===== src/rtl/resize_accel_mul_pkg.sv =====
// Width, rounding and saturation helpers shared by the resize-accelerator multiplier.
// All helpers are constant functions evaluated at elaboration.
package resize_accel_mul_pkg;

  localparam int MAX_W = 128;
  typedef logic [MAX_W-1:0] wide_t;

  function automatic int full_width(input int a_w, input int b_w);
    return a_w + b_w + 1;
  endfunction

  function automatic bit result_signed(input int sa, input int sb);
    return (sa != 0) || (sb != 0);
  endfunction

  // Working width for round/shift/clamp: holds the rounded product and both result bounds.
  function automatic int calc_width(input int fw, input int p_w);
    return (fw > p_w) ? fw + 1 : p_w + 1;
  endfunction

  function automatic wide_t round_const(input int shift, input int round_en);
    wide_t c;
    c = '0;
    if (round_en != 0 && shift > 0) c = wide_t'(1) << (shift - 1);
    return c;
  endfunction

  function automatic wide_t sat_max(input int p_w, input bit is_signed);
    return (wide_t'(1) << (p_w - (is_signed ? 1 : 0))) - wide_t'(1);
  endfunction

  function automatic wide_t sat_min(input int p_w, input bit is_signed);
    wide_t m;
    m = '0;
    if (is_signed) m = ~((wide_t'(1) << (p_w - 1)) - wide_t'(1));
    return m;
  endfunction

endpackage


===== src/rtl/resize_accel_mul_pipe_if.sv =====
// Input and result channels of the multiplier pipe; slave is the pipe, master the producer/consumer side.
interface resize_accel_mul_pipe_if #(
  parameter int A_WIDTH   = 16,
  parameter int B_WIDTH   = 16,
  parameter int P_WIDTH   = 32,
  parameter int TAG_WIDTH = 8
);
  logic                 in_valid;
  logic                 in_ready;
  logic [A_WIDTH-1:0]   in_a;
  logic [B_WIDTH-1:0]   in_b;
  logic [TAG_WIDTH-1:0] in_tag;
  logic                 out_valid;
  logic                 out_ready;
  logic [P_WIDTH-1:0]   out_p;
  logic                 out_ovf;
  logic [TAG_WIDTH-1:0] out_tag;

  modport master (
    output in_valid, in_a, in_b, in_tag, out_ready,
    input  in_ready, out_valid, out_p, out_ovf, out_tag
  );

  modport slave (
    input  in_valid, in_a, in_b, in_tag, out_ready,
    output in_ready, out_valid, out_p, out_ovf, out_tag
  );
endinterface


===== src/rtl/resize_accel_mul_round_sat.sv =====
// Combinational round-half-up, arithmetic right shift and clamp/truncate into P_WIDTH.
// ovf_o flags any value that does not fit the result range, whether clamped or truncated.
module resize_accel_mul_round_sat
  import resize_accel_mul_pkg::*;
#(
  parameter int FW         = 33,
  parameter int P_WIDTH    = 32,
  parameter int FRAC_SHIFT = 0,
  parameter int ROUND      = 0,
  parameter int SATURATE   = 0,
  parameter int RES_SIGNED = 0
) (
  input  logic signed [FW-1:0] prod_i,
  output logic [P_WIDTH-1:0]   p_o,
  output logic                 ovf_o
);
  localparam int    CW     = calc_width(FW, P_WIDTH);
  localparam wide_t RND_W  = round_const(FRAC_SHIFT, ROUND);
  localparam wide_t HI_W   = sat_max(P_WIDTH, RES_SIGNED != 0);
  localparam wide_t LO_W   = sat_min(P_WIDTH, RES_SIGNED != 0);
  localparam logic signed [CW-1:0] RND = RND_W[CW-1:0];
  localparam logic signed [CW-1:0] HI  = HI_W[CW-1:0];
  localparam logic signed [CW-1:0] LO  = LO_W[CW-1:0];

  logic signed [CW-1:0] rounded;
  logic signed [CW-1:0] shifted;
  logic                 above;
  logic                 below;

  // Unsigned products never set bit FW-1, so sign extension is correct for both modes.
  always_comb begin
    rounded = CW'(prod_i) + RND;
    shifted = rounded >>> FRAC_SHIFT;
    above   = shifted > HI;
    below   = shifted < LO;
    ovf_o   = above || below;
    p_o     = shifted[P_WIDTH-1:0];
    if (SATURATE != 0 && above)      p_o = HI[P_WIDTH-1:0];
    else if (SATURATE != 0 && below) p_o = LO[P_WIDTH-1:0];
  end

endmodule


===== src/rtl/resize_accel_mul_pipe.sv =====
// Pipelined fixed-point multiplier with valid/ready flow control, per-stage stalling,
// tag sideband and flush. Stage 1 registers operands, stage 2 the product, last stage the result.
module resize_accel_mul_pipe
  import resize_accel_mul_pkg::*;
#(
  parameter int A_WIDTH    = 16,
  parameter int B_WIDTH    = 16,
  parameter int P_WIDTH    = 32,
  parameter int STAGES     = 4,
  parameter int SIGNED_A   = 0,
  parameter int SIGNED_B   = 0,
  parameter int FRAC_SHIFT = 0,
  parameter int ROUND      = 0,
  parameter int SATURATE   = 0,
  parameter int TAG_WIDTH  = 8
) (
  input logic                    clk,
  input logic                    reset_n,
  input logic                    flush,
  resize_accel_mul_pipe_if.slave bus
);
  localparam int FW         = full_width(A_WIDTH, B_WIDTH);
  localparam bit RES_SIGNED = result_signed(SIGNED_A, SIGNED_B);

  if (STAGES < 3) begin : g_bad_stages
    $error("resize_accel_mul_pipe: STAGES must be at least 3");
  end
  if (FRAC_SHIFT >= FW) begin : g_bad_shift
    $error("resize_accel_mul_pipe: FRAC_SHIFT must be below the full product width");
  end
  if (P_WIDTH < 1) begin : g_bad_pwidth
    $error("resize_accel_mul_pipe: P_WIDTH must be at least 1");
  end
  if (calc_width(FW, P_WIDTH) > MAX_W) begin : g_bad_width
    $error("resize_accel_mul_pipe: operand/result widths exceed the helper width");
  end

  logic [STAGES:1]        v_q;
  logic [STAGES:1]        load;
  logic                   accept;
  logic [A_WIDTH-1:0]     a_q;
  logic [B_WIDTH-1:0]     b_q;
  logic signed [FW-1:0]   a_ext;
  logic signed [FW-1:0]   b_ext;
  logic signed [FW-1:0]   prod_q [2:STAGES-1];
  logic [TAG_WIDTH-1:0]   tag_q  [1:STAGES];
  logic [P_WIDTH-1:0]     p_q;
  logic [P_WIDTH-1:0]     p_d;
  logic                   ovf_q;
  logic                   ovf_d;

  // A stage loads when it is empty or its successor loads, so bubbles collapse.
  always_comb begin : p_load_chain
    logic downstream;
    // NOTE: every always_comb output gets a default before any conditional write, otherwise a latch is inferred.
    load           = '0;
    downstream     = !v_q[STAGES] || bus.out_ready;
    load[STAGES]   = downstream;
    for (int k = STAGES - 1; k >= 1; k--) begin
      downstream = !v_q[k] || downstream;
      load[k]    = downstream;
    end
  end

  assign bus.in_ready = load[1] && reset_n;
  assign accept       = bus.in_valid && bus.in_ready;

  // NOTE: sequential state uses non-blocking assignments so every stage samples pre-edge values.
  always_ff @(posedge clk or negedge reset_n) begin
    if (!reset_n) begin
      v_q <= '0;
    end else if (flush) begin
      v_q <= '0;
    end else begin
      if (load[1]) v_q[1] <= accept;
      for (int k = 2; k <= STAGES; k++) begin
        if (load[k]) v_q[k] <= v_q[k-1];
      end
    end
  end

  always_comb begin
    a_ext = {{(FW - A_WIDTH){(SIGNED_A != 0) && a_q[A_WIDTH-1]}}, a_q};
    b_ext = {{(FW - B_WIDTH){(SIGNED_B != 0) && b_q[B_WIDTH-1]}}, b_q};
  end

  // NOTE: data registers are reset too, so out_p/out_tag read zero straight out of reset;
  // flush only touches the valid bits because stale data behind a cleared valid is harmless.
  always_ff @(posedge clk or negedge reset_n) begin
    if (!reset_n) begin
      a_q   <= '0;
      b_q   <= '0;
      p_q   <= '0;
      ovf_q <= 1'b0;
      for (int k = 1; k <= STAGES; k++)     tag_q[k]  <= '0;
      for (int k = 2; k <= STAGES - 1; k++) prod_q[k] <= '0;
    end else begin
      if (load[1]) begin
        a_q      <= bus.in_a;
        b_q      <= bus.in_b;
        tag_q[1] <= bus.in_tag;
      end
      if (load[2]) begin
        prod_q[2] <= a_ext * b_ext;
        tag_q[2]  <= tag_q[1];
      end
      for (int k = 3; k <= STAGES - 1; k++) begin
        if (load[k]) begin
          prod_q[k] <= prod_q[k-1];
          tag_q[k]  <= tag_q[k-1];
        end
      end
      if (load[STAGES]) begin
        p_q           <= p_d;
        ovf_q         <= ovf_d;
        tag_q[STAGES] <= tag_q[STAGES-1];
      end
    end
  end

  resize_accel_mul_round_sat #(
    .FW         (FW),
    .P_WIDTH    (P_WIDTH),
    .FRAC_SHIFT (FRAC_SHIFT),
    .ROUND      (ROUND),
    .SATURATE   (SATURATE),
    .RES_SIGNED (RES_SIGNED ? 1 : 0)
  ) u_round_sat (
    .prod_i (prod_q[STAGES-1]),
    .p_o    (p_d),
    .ovf_o  (ovf_d)
  );

  assign bus.out_valid = v_q[STAGES];
  assign bus.out_p     = p_q;
  assign bus.out_ovf   = ovf_q;
  assign bus.out_tag   = tag_q[STAGES];

endmodule


===== src/flat_wrapper.sv =====
// flat-port wrapper written by rule: the top's interface ports become plain ports
module resize_accel_mul_pipe_flat import resize_accel_mul_pkg::*;
#(
  parameter int A_WIDTH    = 16,
  parameter int B_WIDTH    = 16,
  parameter int P_WIDTH    = 32,
  parameter int STAGES     = 4,
  parameter int SIGNED_A   = 0,
  parameter int SIGNED_B   = 0,
  parameter int FRAC_SHIFT = 0,
  parameter int ROUND      = 0,
  parameter int SATURATE   = 0,
  parameter int TAG_WIDTH  = 8
)
  (clk, reset_n, flush, bus_in_valid, bus_in_a, bus_in_b, bus_in_tag, bus_out_ready, bus_in_ready, bus_out_valid, bus_out_p, bus_out_ovf, bus_out_tag);
  resize_accel_mul_pipe_if #(.A_WIDTH(A_WIDTH), .B_WIDTH(B_WIDTH), .P_WIDTH(P_WIDTH), .TAG_WIDTH(TAG_WIDTH)) bus_i ();
  input logic clk;
  input logic reset_n;
  input logic flush;
  input wire logic [$bits(bus_i.in_valid)-1:0] bus_in_valid;
  input wire logic [$bits(bus_i.in_a)-1:0] bus_in_a;
  input wire logic [$bits(bus_i.in_b)-1:0] bus_in_b;
  input wire logic [$bits(bus_i.in_tag)-1:0] bus_in_tag;
  input wire logic [$bits(bus_i.out_ready)-1:0] bus_out_ready;
  output wire logic [$bits(bus_i.in_ready)-1:0] bus_in_ready;
  output wire logic [$bits(bus_i.out_valid)-1:0] bus_out_valid;
  output wire logic [$bits(bus_i.out_p)-1:0] bus_out_p;
  output wire logic [$bits(bus_i.out_ovf)-1:0] bus_out_ovf;
  output wire logic [$bits(bus_i.out_tag)-1:0] bus_out_tag;
  assign bus_i.in_valid = bus_in_valid;
  assign bus_i.in_a = bus_in_a;
  assign bus_i.in_b = bus_in_b;
  assign bus_i.in_tag = bus_in_tag;
  assign bus_i.out_ready = bus_out_ready;
  assign bus_in_ready = bus_i.in_ready;
  assign bus_out_valid = bus_i.out_valid;
  assign bus_out_p = bus_i.out_p;
  assign bus_out_ovf = bus_i.out_ovf;
  assign bus_out_tag = bus_i.out_tag;
  resize_accel_mul_pipe #(.A_WIDTH(A_WIDTH), .B_WIDTH(B_WIDTH), .P_WIDTH(P_WIDTH), .STAGES(STAGES), .SIGNED_A(SIGNED_A), .SIGNED_B(SIGNED_B), .FRAC_SHIFT(FRAC_SHIFT), .ROUND(ROUND), .SATURATE(SATURATE), .TAG_WIDTH(TAG_WIDTH)) u_core (.clk(clk), .reset_n(reset_n), .flush(flush), .bus(bus_i));
endmodule

===== config.mk =====
export PLATFORM = sky130hd
export DESIGN_NAME = resize_accel_mul_pipe_flat
export DESIGN_NICKNAME = d
export VERILOG_FILES = /design/src/rtl/resize_accel_mul_pkg.sv /design/src/rtl/resize_accel_mul_pipe_if.sv /design/src/rtl/resize_accel_mul_round_sat.sv /design/src/rtl/resize_accel_mul_pipe.sv /design/src/flat_wrapper.sv
export SDC_FILE = /design/constraint.sdc
export NUM_CORES = 1
export LEC_CHECK = 0
export BUFFER_PORTS_ARGS = -buffer_cell sky130_fd_sc_hd__buf_2
export CAP_MARGIN = 15
export CORE_UTILIZATION = 35
export CTS_CLUSTER_SIZE = 40
export DETAILED_ROUTE_END_ITERATION = 8
export GPL_ROUTABILITY_DRIVEN = 0
export MAX_ROUTING_LAYER = met4
export SLEW_MARGIN = 20
export SYNTH_ARGS = -nofsm -noshare
export SYNTH_HDL_FRONTEND = slang
export SYNTH_SLANG_ARGS = --single-unit
export TNS_END_PERCENT = 100

===== constraint.sdc =====
create_clock -name clk -period 5.9 [get_ports clk]
set_input_delay 1.18 -clock clk [delete_from_list [all_inputs] [get_ports clk]]
set_output_delay 1.18 -clock clk [all_outputs]
set_load 0.1 [all_outputs]

==> impl_metrics.toml, run 1 <==
[synth]
synthesis.area_um2 = 14700
ys_ff_latch = 165
synth_top_cell_by_area = "dfrtp_1"
yosysSeqAreaShare_pct = 28.0
synth-async-reset-ratio_pct = 100
synth_edf_count = 0
ys_types = 48
synth_nets = 1777
synth_area_per_cell_um2 = 10.3
synth_top_area_share_pct = 28.0
synthTopCellsByArea = "dfrtp_1 28%, fa_1 26%, mux2_2 9.2%"
ys.flop_type = "dfrtp_1"
yosysWarningCount = 0
syn-instance-count = 1434

[cells_and_area]
final_cell_mix = "230 x inv_1, 206 x nand2_1, 186 x fa_1"
nets = 1913
layout_commonest_cell = "inv_1"
final_area_um2 = 17200
nFillCells = 3974
syn_to_final_growth_pct = 16.6
antenna_cells = 0
drive_gt1_share_pct = 26.0

[global_route]
grt_first_pass_wirelength_um = 57400
grt_pass1_vias = 10844
grt_max_degree = 70
grt_use_met2_pct = 26.6
grt-ovfl-total = 0
grt_use_total_pct = 17.4
top_usage_layer = "met2"
grt.met3_usage_pct = 2.90
groute.layer.met1.usage_pct = 23.8
antenna_found_initial = 0

[critical_path]
cp_cell_sequence = "buf_4 -> and2_1 -> fa_1 -> inv_1 -> fa_1 -> inv_1 -> fa_1 -> fa_1 -> fa_1 -> inv_1 -> fa_1 -> inv_1 -> ha_1 -> buf_4 -> and3_1 -> buf_4 -> nand3b_1 -> or2b_1 -> xnor2_2 -> a21oi_1"
critPathMaxFanout = 7
r2r-end = "u_core.prod_q[52]$_DFFE_PN0P_"
crit_end = "u_core.prod_q[52]$_DFFE_PN0P_"
worst-path-stages = 20
cpMostUsedCell = "fa_1"
worstReg2RegStart = "u_core.b_q[6]$_DFFE_PN0N_"
cp_data_required_time_ps = 6220
cpPeakStageDelay_ps = 560
crit_arrival_ps = 6100
path_class = "register to register"
cp_slowest_cell = "fa_1"
r2r_cells = 20
worst-r2r-setup-slack_ps = 120
crit_family = "adder cells"
critPathBufInv = 7
crit_start = "u_core.b_q[6]$_DFFE_PN0N_"
cp-start-kind = "register"
crit_path_end_kind = "register"

[floorplanning]
rows = 74
start_util_pct = 35.7
core_um2 = 41200
chipHeight_um = 207
fp.dieW_um = 207
die-area_um2 = 42900
io_pins = 88

[clock_network]
insertion_delay_ps = 470
clk_pin_slew_ps = 80
cts_tree = "built"
cts_max_level = 4
clock-root-buffer = "clkbuf_16"
hold_buffers = 0
cts_buffer_depth = 2
cts_buffers = 17
cts_sinks = 165

[detailed_routing]
vias_per_cell = 4.80
dr.first_iter.drc_count = 532
antenna_left = 0
dr.pass1.iters = 5
wl_per_cell_um = 16.0
drc_errors = 0
drt_wl_total_um = 33900
route.vias.total = 10160

[timing]
period_share_pct = 97.9
relSlewSlack_pct = 31.2
rsz0062_at_grt = "true"
setup_violations = 0
fmax_ghz = 0.173
finalSetupTns_ps = 0
maxSlewViolCount = 0
worstMarginPinSlew_ps = 1030
fin_worst_skew_ps = 28.2
hold_violations = 0
final.min_clock_period_ps = 5780

[placed_design]
io_buffers = 87
dpl.hpwl_um = 27000
placed_cell_area_um2 = 16200

[run_status]
outcome = "finished clean"

[worst_hold_path]
hold_class = "register to register"
min_from = "u_core.prod_q[37]$_DFFE_PN0P_"

[flow_run]
drv_cap = 0
-- layer usage --
layer / routed length [um] / part of all wire [%] / vias to the layer above
li1: - / - / 4759
met1: 16400 / 48 / 5118
met2: 15400 / 45 / 246
met3: 1520 / 4.5 / 37
met4: 551 / 1.6 / 0
met5: 0 / 0 / -
-- final cells by class --
class	instances	area [um^2]	share of cell area, %
clock inverter	15	161	0.940
multi-input combinational	962	9650	56.2
clock buffer	17	425	2.48
timing repair buffer	189	1240	7.20
sequential	165	4150	24.2
inverter	235	882	5.14
tap	532	666	3.88
-- repair_timing --
action | CTS | global route
pin swaps | 0 | 43
buffers inserted | 0 | 10
gates resized for setup | 1 | 62
setup endpoints to repair | 1 | 16
-- sequential cells by signal (all words and copies together), names as in the netlist --
register,count
u_core.a_q,16
u_core.b_q,16
u_core.bus.out_ovf,1
u_core.bus.out_p,32
u_core.bus.out_tag,8
u_core.prod_q,64
u_core.tag_q,24
u_core.v_q,4
-- worst register-to-register path, stage by stage, from the launching register on --
cell and delay [ps]:
dfrtp_2 450, buf_4 170, and2_1 150, fa_1 530, inv_1 50, fa_1 540
inv_1 60, fa_1 530, fa_1 460, fa_1 560, inv_1 60, fa_1 530
inv_1 40, ha_1 310, buf_4 170, and3_1 200, buf_4 150, nand3b_1 160
or2b_1 290, xnor2_2 140, a21oi_1 80
-- cells by family after synthesis --
logic type	Yosys count	synth area share (%)
flip-flops	165	28.0
multiplexers	121	9.24
AND/OR/NAND/NOR	408	13.2
adder cells (fa/ha/maj)	298	35.2
buffers and inverters	307	8.07
AO/OA/AOI/OAI	109	4.71
XOR/XNOR	26	1.55
-- cells in the mapped netlist, types with 2 or more instances --
cell / count
and4_1: 2
inv_1: 235
nand2_1: 208
nor2_1: 34
xor2_1: 5
clkbuf_1: 49
ha_1: 104
a41oi_1: 2
buf_1: 10
mux2_2: 120
buf_2: 5
nand3b_1: 2
and2_1: 124
a21oi_1: 42
a21o_1: 8
o21bai_1: 4
a211oi_1: 4
buf_4: 8
nand4_1: 8
a31o_2: 2
o211ai_1: 4
xnor2_1: 21
fa_1: 194
nand3_1: 8
nor3_1: 8
a31oi_1: 6
dfrtp_1: 165
o21ai_0: 23
o221ai_1: 3
nor4_1: 6
and3_1: 3
-- how the worst min path moves through the flow --
stage	depth (start not counted)	end	slack [ps]
global route	2	u_core.tag_q[22]$_DFFE_PN0P_	490
floorplan	2	u_core.prod_q[33]$_DFFE_PN0P_	430
global placement	2	u_core.tag_q[20]$_DFFE_PN0P_	440
finish	2	u_core.prod_q[37]$_DFFE_PN0P_	460
CTS	2	u_core.tag_q[17]$_DFFE_PN0P_	470
detailed placement	2	u_core.tag_q[17]$_DFFE_PN0P_	450
-- through the flow --
step           std cells  setup WS [ps]  hold WS [ps]  util [%]
2_1_floorplan       1434           91.0           433         -
3_3_place_gp        2073           68.4           444      39.4
3_5_place_dp        2073           3.09           454      39.4
4_1_cts             2105           11.5           470      40.9
5_1_grt             2115          -48.7           491      41.7
6_report            2115            123           463      41.7
Power of run 1 is not shown: default switching activity piles up to over one toggle a cycle in this logic, so the estimate is an artifact.
==> run 2: changes to the inputs <==
==> constraint.sdc (replaced) <==
create_clock -name clk -period 4.9 [get_ports clk]
set_input_delay 0.98 -clock clk [delete_from_list [all_inputs] [get_ports clk]]
set_output_delay 0.98 -clock clk [all_outputs]
set_load 0.1 [all_outputs]
==> impl_metrics.toml, run 2 (same netlist as run 1, synthesis figures left out) <==
[run_status]
violations = "setup timing"
outcome = "finished with violations"

[critical_path]
cpPeakStageDelay_ps = 570
critPathMaxFanout = 4
worst-r2r-setup-slack_ps = -700
r2r_cells = 21
crit_arrival_ps = 5920
cp_data_required_time_ps = 5210
crit_start = "u_core.a_q[10]$_DFFE_PN0N_"
cp_slowest_cell = "fa_1"
path_class = "register to register"
critPathBufInv = 8
cp_cell_sequence = "buf_6 -> and2_4 -> fa_1 -> inv_2 -> fa_1 -> inv_1 -> fa_1 -> fa_1 -> fa_1 -> inv_2 -> fa_1 -> inv_2 -> ha_4 -> a21oi_1 -> buf_4 -> o221a_2 -> o21a_4 -> buf_6 -> buf_4 -> xor2_1 -> a21oi_1"
cpMostUsedCell = "fa_1"
crit_path_end_kind = "register"
crit_family = "adder cells"
worst-path-stages = 21
worstReg2RegStart = "u_core.a_q[10]$_DFFE_PN0N_"
cp-start-kind = "register"

[clock_network]
clock-root-buffer = "clkbuf_16"
cts_tree = "built"
cts_sinks = 165
insertion_delay_ps = 460
cts_max_level = 4
cts_buffers = 17
cts_buffer_depth = 2
hold_buffers = 0
clk_pin_slew_ps = 70

[worst_hold_path]
hold_class = "input pin to asynchronous set/reset pin"

[detailed_routing]
drt_wl_total_um = 36100
dr.pass1.iters = 7
vias_per_cell = 4.83
route.vias.total = 10720
dr.first_iter.drc_count = 652
wl_per_cell_um = 16.3
drc_errors = 0
antenna_left = 0

[cells_and_area]
multi_input_area_um2 = 10200
final_cell_mix = "213 x inv_1, 195 x nand2_1, 184 x fa_1"
nets = 2016
nFillCells = 3844
ff_latch_area_um2 = 4150
largest_register_ffs = 64
syn_to_final_growth_pct = 27.2
largest_register = "u_core.prod_q"
layout_commonest_cell = "inv_1"
stdcell_count = 2218
drive_gt1_share_pct = 36.2
final_util_pct = 45.5
antenna_cells = 0

[placed_design]
placed_cells = 2128
dpl.hpwl_um = 27500
io_buffers = 87

[floorplanning]
rows = 74
io_pins = 88
core_um2 = 41200
die-area_um2 = 42900
start_util_pct = 35.7
fp.dieW_um = 207
chipHeight_um = 207

[flow_run]
drv_cap = 0

[global_route]
groute.layer.met1.usage_pct = 22.4
grt_use_total_pct = 18.3
top_usage_layer = "met2"
grt_pass1_vias = 11626
grt_max_degree = 74
grt_first_pass_wirelength_um = 60000
antenna_found_initial = 0
grt.met3_usage_pct = 2.68
grt-ovfl-total = 0
grt_use_met2_pct = 31.0

[timing]
maxSlewViolCount = 0
final.min_clock_period_ps = 5600
fmax_ghz = 0.178
rsz0062_at_grt = "true"
worstMarginPinSlew_ps = 1020
setup_slack_ps = -703
period_share_pct = 114
setup_violations = 23
hold_violations = 0
relSlewSlack_pct = 31.9
fin_worst_skew_ps = 12.2
whs_ps = 454
[run 2: changes by cell type in the layout (fill, tap and decap cells not counted), sizes merged]
cell,delta
buf,+103
clkinv,-4
bufinv,+3
clkbuf,+1
[run 2: path summary, 6_finish.rpt]
path | end
max | u_core.prod_q[49]$_DFFE_PN0P_
min | u_core.tag_q[9]$_DFFE_PN0P_
max reg2reg | u_core.prod_q[49]$_DFFE_PN0P_
min reg2reg | u_core.tag_q[18]$_DFFE_PN0P_
max in group asynchronous | u_core.tag_q[29]$_DFFE_PN0N_
min in group clk | u_core.tag_q[18]$_DFFE_PN0P_
[run 2: cell type report]
type | count | share of cell area (%)
inverters | 235 | 4.71
repair buffers | 292 | 11.6
clock buffers | 18 | 2.29
flip-flops and latches | 165 | 22.2
multi-input cells | 962 | 54.5
well taps | 532 | 3.55
clock inverters | 14 | 1.14
[run 2: timing repair]
action	CTS	global route
resized for setup	115	70
pin swaps	67	67
endpoints found under the setup margin	24	24
setup buffers	45	25
[run 2: per-layer routing]
| metal | part of all wire, % | up-vias |
|---|---|---|
| li1 | - | 4961 |
| met1 | 43 | 5486 |
| met4 | 2.5 | 0 |
| met2 | 51 | 222 |
| met3 | 3.5 | 51 |
| met5 | 0 | - |
[run 2: stage by stage]
| step | cell area, um^2 | TNS, ps | worst slack [ps] |
|---|---|---|---|
| after detailed placement | 16900 | -13410 | -825 |
| after floorplan | 15200 | -4820 | -485 |
| final | 18700 | -12010 | -703 |
| after global routing | 18700 | -16410 | -936 |
| after global placement | 16900 | -12660 | -772 |
| after CTS | 18300 | -11160 | -681 |
Power of run 2 is left out for the same reason.
